===== src/rtl/hamming_decoder_pkg.sv =====
// Shared Hamming(12,8) definitions used by the encoder and the decoder.
package hamming_decoder_pkg;

    localparam int PATTERN_WIDTH = 8;
    localparam int PARITY_WIDTH  = 4;

    typedef logic [PATTERN_WIDTH-1:0] pattern_t;
    typedef logic [PARITY_WIDTH-1:0]  parity_t;

endpackage


===== src/rtl/hamming_parity_gen.sv =====
// Combinational Hamming(12,8) parity generator shared by encode and decode paths.
module hamming_parity_gen
    import hamming_decoder_pkg::*;
(
    input  pattern_t pattern,
    output parity_t  parity
);

    // Data d0..d7 sit at positions 3,5,6,7,9,10,11,12; parity i covers positions with bit i set.
    assign parity[0] = pattern[0] ^ pattern[1] ^ pattern[3] ^ pattern[4] ^ pattern[6];
    assign parity[1] = pattern[0] ^ pattern[2] ^ pattern[3] ^ pattern[5] ^ pattern[6];
    assign parity[2] = pattern[1] ^ pattern[2] ^ pattern[3] ^ pattern[7];
    assign parity[3] = pattern[4] ^ pattern[5] ^ pattern[6] ^ pattern[7];

endmodule


===== src/rtl/hamming_decoder.sv =====
// Two-stage Hamming(12,8) decoder with valid/ready handshake and saturating error counters.
module hamming_decoder
    import hamming_decoder_pkg::*;
#(
    parameter int CNT_WIDTH = 16
) (
    input  logic                 i_clk,
    input  logic                 i_rst,
    input  logic                 i_valid,
    output logic                 o_ready,
    input  pattern_t             i_pattern,
    input  parity_t              i_parity,
    output logic                 o_valid,
    input  logic                 i_ready,
    output pattern_t             o_pattern,
    output parity_t              o_syndrome,
    output logic                 o_err_corr,
    output logic                 o_err_uncorr,
    input  logic                 i_cnt_clr,
    output logic [CNT_WIDTH-1:0] o_corr_cnt,
    output logic [CNT_WIDTH-1:0] o_uncorr_cnt
);

    function automatic pattern_t correct_data(input pattern_t data, input parity_t syn);
        pattern_t flip;
        case (syn)
            4'd3:    flip = 8'h01;
            4'd5:    flip = 8'h02;
            4'd6:    flip = 8'h04;
            4'd7:    flip = 8'h08;
            4'd9:    flip = 8'h10;
            4'd10:   flip = 8'h20;
            4'd11:   flip = 8'h40;
            4'd12:   flip = 8'h80;
            default: flip = 8'h00;
        endcase
        return data ^ flip;
    endfunction

    function automatic logic [CNT_WIDTH-1:0] sat_inc(input logic [CNT_WIDTH-1:0] cnt);
        return (&cnt) ? cnt : cnt + {{(CNT_WIDTH-1){1'b0}}, 1'b1};
    endfunction

    parity_t               calc_parity;
    logic                  vld_p1;
    pattern_t              pattern_p1;
    parity_t               syndrome_p1;
    logic                  vld_p2;
    pattern_t              pattern_p2;
    parity_t               syndrome_p2;
    logic                  corr_p2;
    logic                  uncorr_p2;
    logic                  adv_p2;
    logic                  xfer_out;
    logic [CNT_WIDTH-1:0]  corr_cnt;
    logic [CNT_WIDTH-1:0]  uncorr_cnt;

    hamming_parity_gen u_parity_gen (
        .pattern (i_pattern),
        .parity  (calc_parity)
    );

    assign adv_p2   = !vld_p2 || i_ready;
    assign o_ready  = !vld_p1 || adv_p2;
    assign xfer_out = vld_p2 && i_ready;

    // Stage 1: capture received data and its syndrome
    always_ff @(posedge i_clk or posedge i_rst) begin
        if (i_rst) begin
            vld_p1      <= 1'b0;
            pattern_p1  <= '0;
            syndrome_p1 <= '0;
        end else if (o_ready) begin
            vld_p1      <= i_valid;
            pattern_p1  <= i_pattern;
            syndrome_p1 <= calc_parity ^ i_parity;
        end
    end

    // Stage 2: corrected data and error classification
    always_ff @(posedge i_clk or posedge i_rst) begin
        if (i_rst) begin
            vld_p2      <= 1'b0;
            pattern_p2  <= '0;
            syndrome_p2 <= '0;
            corr_p2     <= 1'b0;
            uncorr_p2   <= 1'b0;
        end else if (adv_p2) begin
            vld_p2      <= vld_p1;
            pattern_p2  <= correct_data(pattern_p1, syndrome_p1);
            syndrome_p2 <= syndrome_p1;
            corr_p2     <= (syndrome_p1 != 4'd0) && (syndrome_p1 <= 4'd12);
            uncorr_p2   <= (syndrome_p1 >= 4'd13);
        end
    end

    // Counters: clear wins over a same-cycle increment
    always_ff @(posedge i_clk or posedge i_rst) begin
        if (i_rst) begin
            corr_cnt   <= '0;
            uncorr_cnt <= '0;
        end else if (i_cnt_clr) begin
            corr_cnt   <= '0;
            uncorr_cnt <= '0;
        end else if (xfer_out) begin
            if (corr_p2)   corr_cnt   <= sat_inc(corr_cnt);
            if (uncorr_p2) uncorr_cnt <= sat_inc(uncorr_cnt);
        end
    end

    assign o_valid      = vld_p2;
    assign o_pattern    = pattern_p2;
    assign o_syndrome   = syndrome_p2;
    assign o_err_corr   = corr_p2;
    assign o_err_uncorr = uncorr_p2;
    assign o_corr_cnt   = corr_cnt;
    assign o_uncorr_cnt = uncorr_cnt;

endmodule


===== config.mk =====
export PLATFORM = sky130hd
export DESIGN_NAME = hamming_decoder
export DESIGN_NICKNAME = d
export VERILOG_FILES = /design/src/rtl/hamming_decoder_pkg.sv /design/src/rtl/hamming_parity_gen.sv /design/src/rtl/hamming_decoder.sv
export SDC_FILE = /design/constraint.sdc
export NUM_CORES = 1
export LEC_CHECK = 0
export ABC_AREA = 1
export CAP_MARGIN = 10
export CORE_MARGIN = 5
export CORE_UTILIZATION = 29
export CTS_CLUSTER_SIZE = 20
export DETAILED_ROUTE_END_ITERATION = 8
export PLACE_DENSITY_LB_ADDON = 0.25
export SLEW_MARGIN = 0
export SYNTH_ARGS = -nofsm -noshare
export SYNTH_HDL_FRONTEND = slang
export SYNTH_SLANG_ARGS = --single-unit

===== constraint.sdc =====
create_clock -name i_clk -period 2 [get_ports i_clk]
set_clock_uncertainty 0.05 [all_clocks]
set_input_delay 0.4 -clock i_clk [delete_from_list [all_inputs] [get_ports i_clk]]
set_output_delay 0.4 -clock i_clk [all_outputs]
set_load 0.01 [all_outputs]

==> Word level (Yosys, flattened, before mapping) <==
Memories as Yosys holds them, arrays and structs flattened.
Index checks and enable logic that the tools add are counted.
{ "op_classes": {"add_sub_neg": 2, "order_cmp": 2, "eq_ne": 2, "muxes": 9, "bitwise": 16, "reduce_logical": 14} }
{ "op_table": {"columns": ["op", "count"], "rows": [
  ["16-bit 2-to-1 mux", 8],
  ["16-bit by 1-bit adder with 16-bit output, second input constant", 2],
  ["16-bit AND reduction", 2],
  ["1-bit XOR", 14],
  ["8-bit 2-to-1 mux", 1],
  ["8-bit XOR", 1],
  ["3-bit AND reduction", 2],
  ["2-bit nonzero test", 3],
  ["4-bit >= comparator, second input constant", 1],
  ["4-bit <= comparator, second input constant", 1],
  ["2-bit inequality test, second input constant", 2],
  ["4-bit nonzero test", 1],
  ["4-bit XOR", 1],
  ["1-bit logical AND", 2],
  ["1-bit logical NOT", 2],
  ["1-bit logical OR", 2]
]} }
{ "word_totals": {"reg_bits": 60, "romBits": 128, "input_bits": 17, "word_cells": 56, "n_memories": 1} }
{ "mem_list": {"columns": ["name", "words", "width", "read_ports", "rd_clocked_by_memory_dff", "write_ports", "line", "rtl"], "rows": [
  ["(no name shown)", 16, 8, 1, 0, 0, "hamming_decoder.sv:26", "case (syn)"]
]} }

==> Longest topological paths before layout <==
Gate-level depths: netlist of the first run.
{ "logic_depth": {"ltp_word": 5, "mapped_depth": 10} }

==> Modules after synthesis <==
Synthesis of the first run repeated with hierarchy kept, for this count alone.
{ "unflattened": {"hier_cells": 495, "area_unflattened_um2": 3624.7} }
{ "modules_own_cells": {"columns": ["mod", "instances", "cells_each", "area_each_um2", "seq_area_each_um2"], "rows": [
  ["hamming_decoder", 1, 463, 3459.6, 1501.4],
  ["hamming_parity_gen", 1, 32, 165.2, 0.0]
]} }

==> Worst setup path before layout of the first run <==
No wires, ideal clock.
{ "synth_timing": {"kind": "register to register", "startpoint": "register uncorr_cnt[0], in the netlist o_uncorr_cnt[0]", "endpoint": "register uncorr_cnt[13], in the netlist o_uncorr_cnt[13]", "setup_ns": 0.120, "arrival_ns": 1.446, "t_required_ns": 1.830, "setup_slack_ns": 0.384, "stages_incl_launch_ff": 10, "path_buffers": 1, "synth_period_minus_slack_ns": 1.616, "path_cell_list": "dfrtp_1 -> ha_1 -> nand3_2 -> nor2_4 -> nand3_2 -> nand2_2 -> inv_1 -> clkbuf_8 -> nand4_1 -> nand2_1"} }
{ "synth_between": {"elab_chain_cells": 5} }
{ "synth_rtl": {"columns": ["element", "line", "rtl"], "rows": [
  ["start, declared", "hamming_decoder.sv:56", "logic [CNT_WIDTH-1:0] uncorr_cnt;"],
  ["start signal, assigned", "hamming_decoder.sv:107", "if (uncorr_p2) uncorr_cnt <= sat_inc(uncorr_cnt);"],
  ["16-bit by 1-bit adder with 16-bit output", "hamming_decoder.sv:41", "return (&cnt) ? cnt : cnt + {{(CNT_WIDTH-1){1'b0}}, 1'b1};"],
  ["16-bit 2-to-1 mux", "hamming_decoder.sv:41", null],
  ["16-bit 2-to-1 mux", "hamming_decoder.sv:107", null],
  ["16-bit 2-to-1 mux", "hamming_decoder.sv:105", "end else if (xfer_out) begin"],
  ["16-bit 2-to-1 mux", "hamming_decoder.sv:102", "end else if (i_cnt_clr) begin"]
]} }
Several ways; a longest one is shown, not always the timed one. The select of a mux whose other input is x is not followed.
A chain may end at the register's enable or synchronous reset.

==> Worst setup path after layout of the first run <==
{ "layout_timing": {"startpoint": "register uncorr_cnt[11], in the netlist o_uncorr_cnt[11]", "endpoint": "output o_uncorr_cnt[11]"} }
{ "layout_lines": {"columns": ["element", "line", "rtl"], "rows": [
  ["end, declared", "hamming_decoder.sv:21", "output logic [CNT_WIDTH-1:0] o_uncorr_cnt"]
]} }
No word-level cell between the ends.

==> flow_summary_export.csv, run 1 <==
group,metric,value,unit
synth,synth_cell_types,30,
outcome,status,"finished, final reports clean",
setup_path,worstSetupStartpointType,"flip-flop",
final_layout,drive_above_1_share,7.95,%
setup_path,path_cells,"clkdlybuf4s50_1",
global_route,grt_usage,12.8,%
setup_path,slowest_stage,"clkdlybuf4s50_1",
clocking,cts_tree,"built",
floorplanning,core_area,12000,um2
flow_run,drv_cap,0,
detailed_routing,maxUsedRoutingLayer,"met4",
power_and_ir_drop,p_total,3.56,mW
floorplanning,die_y,120,um
setup_path,end_kind,"output pin",
floorplanning,initial_core_util,29.6,%
clocking,hold_buffers,0,
global_route,antenna_found_initial,0,
synth,synth-seq-cells,60,
detailed_routing,drt-wirelength-per-cell,12.5,um
synth,synth.area.mux_share,0,%
synth,synth_area_leader_cell,"dfrtp_1",
timing,timing.final.ws_setup,0.170,ns
clocking,worstSkewPairLatency,0.33,ns
timing,hold_viol_final,0,
timing,fmax,0.546,GHz
placed_design,pre_cts_ws,-0.154,ns
timing,whs,0.405,ns
setup_path,critPathBufInv,1,
synth,synth_xor_area_share,7.19,%
synth,synth-compound-area-share,5.42,%
timing,rsz0062_at_grt,"no",
detailed_routing,drcViolationCount,0,
synth,syn_avg_cell_area,7.24,um2
synth,yosysSeqAreaShare,42.5,%
synth,synth_top_family_by_area,"simple AND/OR/NAND/NOR gates",
setup_path,worstSetupPathType,"reg -> out",
synth,synthTopCellsByArea,"dfrtp_1, nand2_1, xor2_1, nor2_1, nand4_1",
detailed_routing,wirelength,8900,um
clocking,h-tree-depth,3,
power_and_ir_drop,p_leak,2.17,nW
detailed_routing,wl_met3,324,um
power_and_ir_drop,pwr_density_cell,761,nW/um2
synth,syn_inst,488,
timing,slew-limit-headroom,76.2,%
detailed_routing,drtPass1Iterations,4,
detailed_routing,drtAntennaViolNets,0,
global_route,grt_max_degree,61,
synth,yosysWarningCount,0,
timing,fin_tns_setup,0,ns
synth,synth_top_area_share,42.5,%
timing,setup_viol,0,
worst_hold_path,worstHoldPathType,"in -> async",
setup_path,arrival,1.38,ns
synth,synth_nets,507,
setup_path,worstRegToRegCells,9,
clocking,cts_buffer_depth,2,
global_route,grt_pass1_wl,15100,um
placed_design,dp.cells,697,
clocking,cts-root-buf,"clkbuf_16",
final_layout,diodes,0,
timing,fin_crit_sh,91.5,%
setup_path,crit_family,"buffers and inverters",
timing,fin_crit,1.83,ns
global_route,grt_overflow,0,
timing,slew_violations,0,
setup_path,crit_required,1.55,ns
clocking,cts_inserted_buffers,9,
synth,synth_fa_ha_area_share,0.708,%
detailed_routing,vias,3252,
final_layout,area_growth,32.4,%
placed_design,portBuffers,64,
final_layout,instances_no_fill,713,
placed_design,placed_cell_area,4380,um2
power_and_ir_drop,peakVddDrop,0.336,mV
timing,tightest_slew,0.357,ns
final_layout,fin_util,39.1,%
detailed_routing,dr_wl_met2,4290,um
floorplanning,rows,40,
final_layout,final_area,4680,um2
detailed_routing,drt_iter0_drc,186,
clocking,clkTransAtPathRegs,0.06,ns
final_layout,fin_nets,580,
synth,synth-simple-area-share,37.3,%
setup_path,critPathMaxStageDelay,0.59,ns
synth,netlist_area,3530,um2
clocking,cts.sinks,60,
setup_path,crit_cells,1,
global_route,grt_pass1_vias,3213,
floorplanning,dieArea,14500,um2
detailed_routing,vias_per_cell,4.56,
placed_design,place_congestion,0.833,
placed_design,hpwl,6620,um
floorplanning,die_w,120,um
setup_path,cp_max_fo,7,
floorplanning,io_pins,65,
detailed_routing,wl_met1,4070,um
## cell families (layout without fill, tap and decap cells)
kind of cell,Yosys count,in the layout
AO/OA/AOI/OAI,33,33
flip-flops,60,60
buffers and inverters,57,135
adder cells (fa/ha/maj),2,2
AND/OR/NAND/NOR,307,307
XOR/XNOR,29,29
## placed cells by master, fill, tap and decap left out, types with 2 or more instances in the layout
cell,synthesis,final
dfrtp_1,60,60
xnor2_1,5,5
inv_1,42,41
nand2_2,3,3
clkinv_2,1,2
clkdlybuf4s50_1,0,63
buf_4,0,8
ha_1,2,2
buf_12,0,2
clkinv_4,0,2
nand3_1,25,25
nand3_2,3,3
inv_2,1,2
o21ai_0,20,20
or2_2,4,4
xor2_1,24,24
nor2_1,49,49
nor2_2,2,2
o21bai_1,9,9
nand4_1,26,26
nor2_4,2,2
clkinvlp_4,0,2
nand2_1,190,190
clkbuf_16,0,9
## state kept, by name (all words and copies together) (netlist names)
register      cells
o_pattern         8
o_err_corr        1
o_uncorr_cnt     16
o_err_uncorr      1
o_syndrome        4
pattern_p1        8
syndrome_p1       4
o_valid           1
vld_p1            1
o_corr_cnt       16
## report_power, final
group | leakage [nW] | total, mW | switching, mW | internal [mW]
Combinational | 1.25 | 0.596 | 0.322 | 0.274
Sequential | 0.780 | 1.41 | 0.0878 | 1.32
Clock | 0.142 | 1.56 | 0.591 | 0.970
Total | 2.17 | 3.56 | 1.00 | 2.56
## worst register-to-register path: cells and delay by family, from the launching register on
family / cells / cell delay, ns
buffers and inverters: 2 / 0.24
DFF: 1 / 0.45
AOI/OAI and AO/OA: 1 / 0.08
and+or+nand+nor: 5 / 0.56
adders and majority gates: 1 / 0.26
## area by class of cell
class	instances	area (um2)
sequential	60	1500
clock buffer	9	225
fill	1240	7280
tap	147	184
inverter	45	170
clock inverter	7	76.3
multi-input combinational	371	1790
timing repair buffer	74	736
## repair_timing
action,CTS,global route
resized for setup,1,2
buffers inserted,0,0
setup endpoints to repair,1,1
## Yosys cell counts (all sizes together)
cell,count
dfrtp,60
ha,2
or2,4
inv,43
nor2,53
clkinv,2
nand3b,1
o21bai,9
a31oi,1
clkbuf,6
nand2,194
nand4,26
a21o,1
o21ai,21
nand3,28
nor3,1
xnor2,5
xor2,24
a21oi,1
buf,6
## metal layers
| metal | GRT usage (%) | vias up |
|---|---|---|
| li1 | - | 1697 |
| met1 | 15.9 | 1470 |
| met2 | 21.7 | 66 |
| met3 | 2.29 | 19 |
| met4 | 6.02 | 0 |
| met5 | 0 | - |
## worst paths after layout
check                                 start               end  slack [ns]
min                                   i_rst    o_corr_cnt[15]        0.40
max reg2reg                 o_uncorr_cnt[0]   o_uncorr_cnt[0]        0.23
max                        o_uncorr_cnt[11]  o_uncorr_cnt[11]        0.17
max in group asynchronous             i_rst     pattern_p1[6]        1.23
min in group i_clk                   vld_p1           o_valid        0.41
min reg2reg                          vld_p1           o_valid        0.40
Note: power is estimated with default switching activity, not from simulation.
==> run 2, diff against run 1 <==
Settings changed: SYNTH_HIERARCHICAL from default to 1.
==> run 2 against run 1 <==
Compared with the run above:
- via count hardly changed
- non-clock buffer count unchanged
- wire length grew 0.22%
- combinational power increased by 15%
==> flow_summary_export.csv, run 2 <==
group,metric,value,unit
synth,yosysWarningCount,6,
final_layout,area_growth,32.0,%
synth,synth_cell_types,29,
synth,synth_nets,514,
clocking,cts_inserted_buffers,9,
timing,setup_viol,0,
synth,yosysSeqAreaShare,41.4,%
clocking,cts_tree,"built",
timing,timing.final.ws_setup,0.144,ns
final_layout,fin_util,39.5,%
placed_design,hpwl,6660,um
floorplanning,die_w,122,um
clocking,cts_buffer_depth,2,
synth,synth_area_leader_cell,"dfrtp_1",
timing,slew_violations,0,
synth,synth_common_cells,"nand2_1, nor2_1, dfrtp_1, inv_1, nand3_1",
placed_design,pre_cts_ws,-0.113,ns
setup_path,arrival,1.41,ns
clocking,clkTransAtPathRegs,0.05,ns
worst_hold_path,worstHoldPathType,"in -> async",
final_layout,fin_nets,588,
clocking,worstSkewPairLatency,0.33,ns
global_route,grtUsageMet3,3.02,%
global_route,gr-usage-met2,22.0,%
clocking,h-tree-depth,3,
final_layout,fill_cells,1283,
power_and_ir_drop,peakVddDrop,0.488,mV
flow_run,drv_cap,0,
synth,syn_inst,495,
timing,tightest_slew,0.333,ns
synth,synthTopCellsByArea,"dfrtp_1, nand2_1, nor2_1, inv_1, xor2_1",
timing,slew-limit-headroom,77.8,%
detailed_routing,vias,3253,
detailed_routing,drtPass1Iterations,5,
floorplanning,rows,40,
final_layout,instances_no_fill,741,
floorplanning,initial_core_util,29.9,%
setup_path,critPathMaxStageDelay,0.46,ns
detailed_routing,drtAntennaViolNets,0,
detailed_routing,wirelength,8920,um
floorplanning,die_y,122,um
synth,synth_edf_count,0,
synth,synth-seq-cells,60,
setup_path,cp_max_fo,2,
synth,synth_top_area_share,41.4,%
final_layout,final_common_cell,"nand2_1",
detailed_routing,vias_per_cell,4.39,
synth,ys.flop_type,"dfrtp_1",
final_layout,drive_above_1_share,11.2,%
global_route,grt_overflow,0,
setup_path,crit_family,"buffers and inverters",
power_and_ir_drop,pwr_density_cell,756,nW/um2
clocking,cts-root-buf,"clkbuf_16",
power_and_ir_drop,p_leak,2.16,nW
timing,fin_crit,1.86,ns
final_layout,final_cell_mix,"nand2_1, nor2_1, clkdlybuf4s50_1",
timing,fmax,0.539,GHz
setup_path,slowest_stage,"clkdlybuf4s50_1",
floorplanning,io_pins,65,
setup_path,crit_required,1.55,ns
floorplanning,dieArea,14800,um2
synth,netlist_area,3620,um2
global_route,globalRoute.busiestLayer,"met2",
timing,fin_crit_sh,92.8,%
setup_path,worstSetupPathType,"in -> out",
outcome,status,"finished, final reports clean",
global_route,antenna_found_initial,0,
timing,rsz0062_at_grt,"no",
detailed_routing,drt_iter0_drc,186,
placed_design,place_congestion,0.848,
final_layout,diodes,0,
synth,async_reset_ff_share,100,%
synth,syn_avg_cell_area,7.32,um2
detailed_routing,drcViolationCount,0,
global_route,use_met1,16.3,%
synth,synth_most_common_cell,"nand2_1",
setup_path,path_cells,"clkdlybuf4s50_1 -> nor2_2 -> nand2_1 -> dlygate4sd2_1",
floorplanning,core_area,12100,um2
clocking,hold_buffers,0,
global_route,grt_max_degree,61,
detailed_routing,drt-wirelength-per-cell,12.0,um
placed_design,portBuffers,64,
setup_path,worstSetupStartpointType,"primary input",
setup_path,end_kind,"output pin",
clocking,post_cts_buffers,0,
global_route,grt_pass1_wl,15600,um
clocking,cts.sinks,60,
global_route,grt_usage,13.2,%
placed_design,dp.cells,726,
timing,hold_viol_final,0,
setup_path,critPathBufInv,2,
global_route,grt_pass1_vias,3264,
## run 2: layout make-up
| class | count | area [um2] | share of cell area (%) |
|---|---|---|---|
| multi-input cells | 365 | 1840 | 38.4 |
| inverters | 59 | 221 | 4.63 |
| well taps | 168 | 210 | 4.39 |
| clock buffers | 14 | 284 | 5.94 |
| flip-flops and latches | 60 | 1500 | 31.4 |
| repair buffers | 74 | 727 | 15.2 |
| clock inverters | 1 | 5.00 | 0.105 |
## run 2: timing repair
action	in CTS	in global routing
gates resized for setup	1	1
gates cloned	0	0
setup endpoints to repair	1	1
## run 2: path summary, 6_finish.rpt
| path | slack [ns] | endpoint | depth (start not counted) | from |
|---|---|---|---|---|
| setup reg to reg | 0.36 | o_uncorr_cnt[0] | 8 | o_uncorr_cnt[1] |
| hold / removal | 0.40 | o_pattern[2] | 3 | i_rst |
| hold reg to reg | 0.42 | o_valid | 1 | vld_p1 |
| max in group asynchronous | 1.23 | pattern_p1[3] | 3 | i_rst |
| min in group i_clk | 0.42 | o_valid | 1 | vld_p1 |
| setup / recovery | 0.14 | o_ready | 4 | i_ready |
## run 2: report_power, final
| part | total, mW | switching [mW] | leakage, nW | internal (mW) |
|---|---|---|---|---|
| clock | 1.50 | 0.540 | 0.145 | 0.964 |
| combinational | 0.683 | 0.366 | 1.24 | 0.318 |
| sequential | 1.43 | 0.0978 | 0.776 | 1.33 |
| total | 3.62 | 1.00 | 2.16 | 2.61 |
## run 2: metrics by stage
| step | hold WS, ns | total power [mW] | area (um2) | TNS [ns] |
|---|---|---|---|---|
| floorplan | 0.390 | 1.81 | 3620 | 0 |
| global placement | 0.397 | 2.14 | 4490 | -0.120 |
| detailed placement | 0.406 | 2.14 | 4490 | -0.113 |
| CTS | 0.408 | 3.68 | 4780 | 0 |
| global route | 0.439 | 3.81 | 4780 | 0 |
| finish | 0.397 | 3.62 | 4780 | 0 |
## run 2: worst register-to-register path: cells and delay by family, from the launching register on
family                     cells  cell delay [ns]
adders and majority gates      1             0.25
and+or+nand+nor                6             0.64
AOI/OAI and AO/OA              1             0.16
DFF                            1             0.42
## run 2: metal layers
metal,vias to the layer above,wire (um)
li1,1688,-
met1,1481,4130
met2,69,4260
met3,15,347
met4,0,183
met5,-,0
## run 2: cells by family after synthesis
| kind of cell | Yosys count | synth area share, % |
|---|---|---|
| simple gates | 305 | 37.7 |
| buf+inv | 70 | 8.01 |
| flops | 60 | 41.4 |
| compound gates | 25 | 3.62 |
| xor+xnor | 25 | 6.04 |
| mux | 8 | 2.49 |
| fa+ha+maj | 2 | 0.690 |
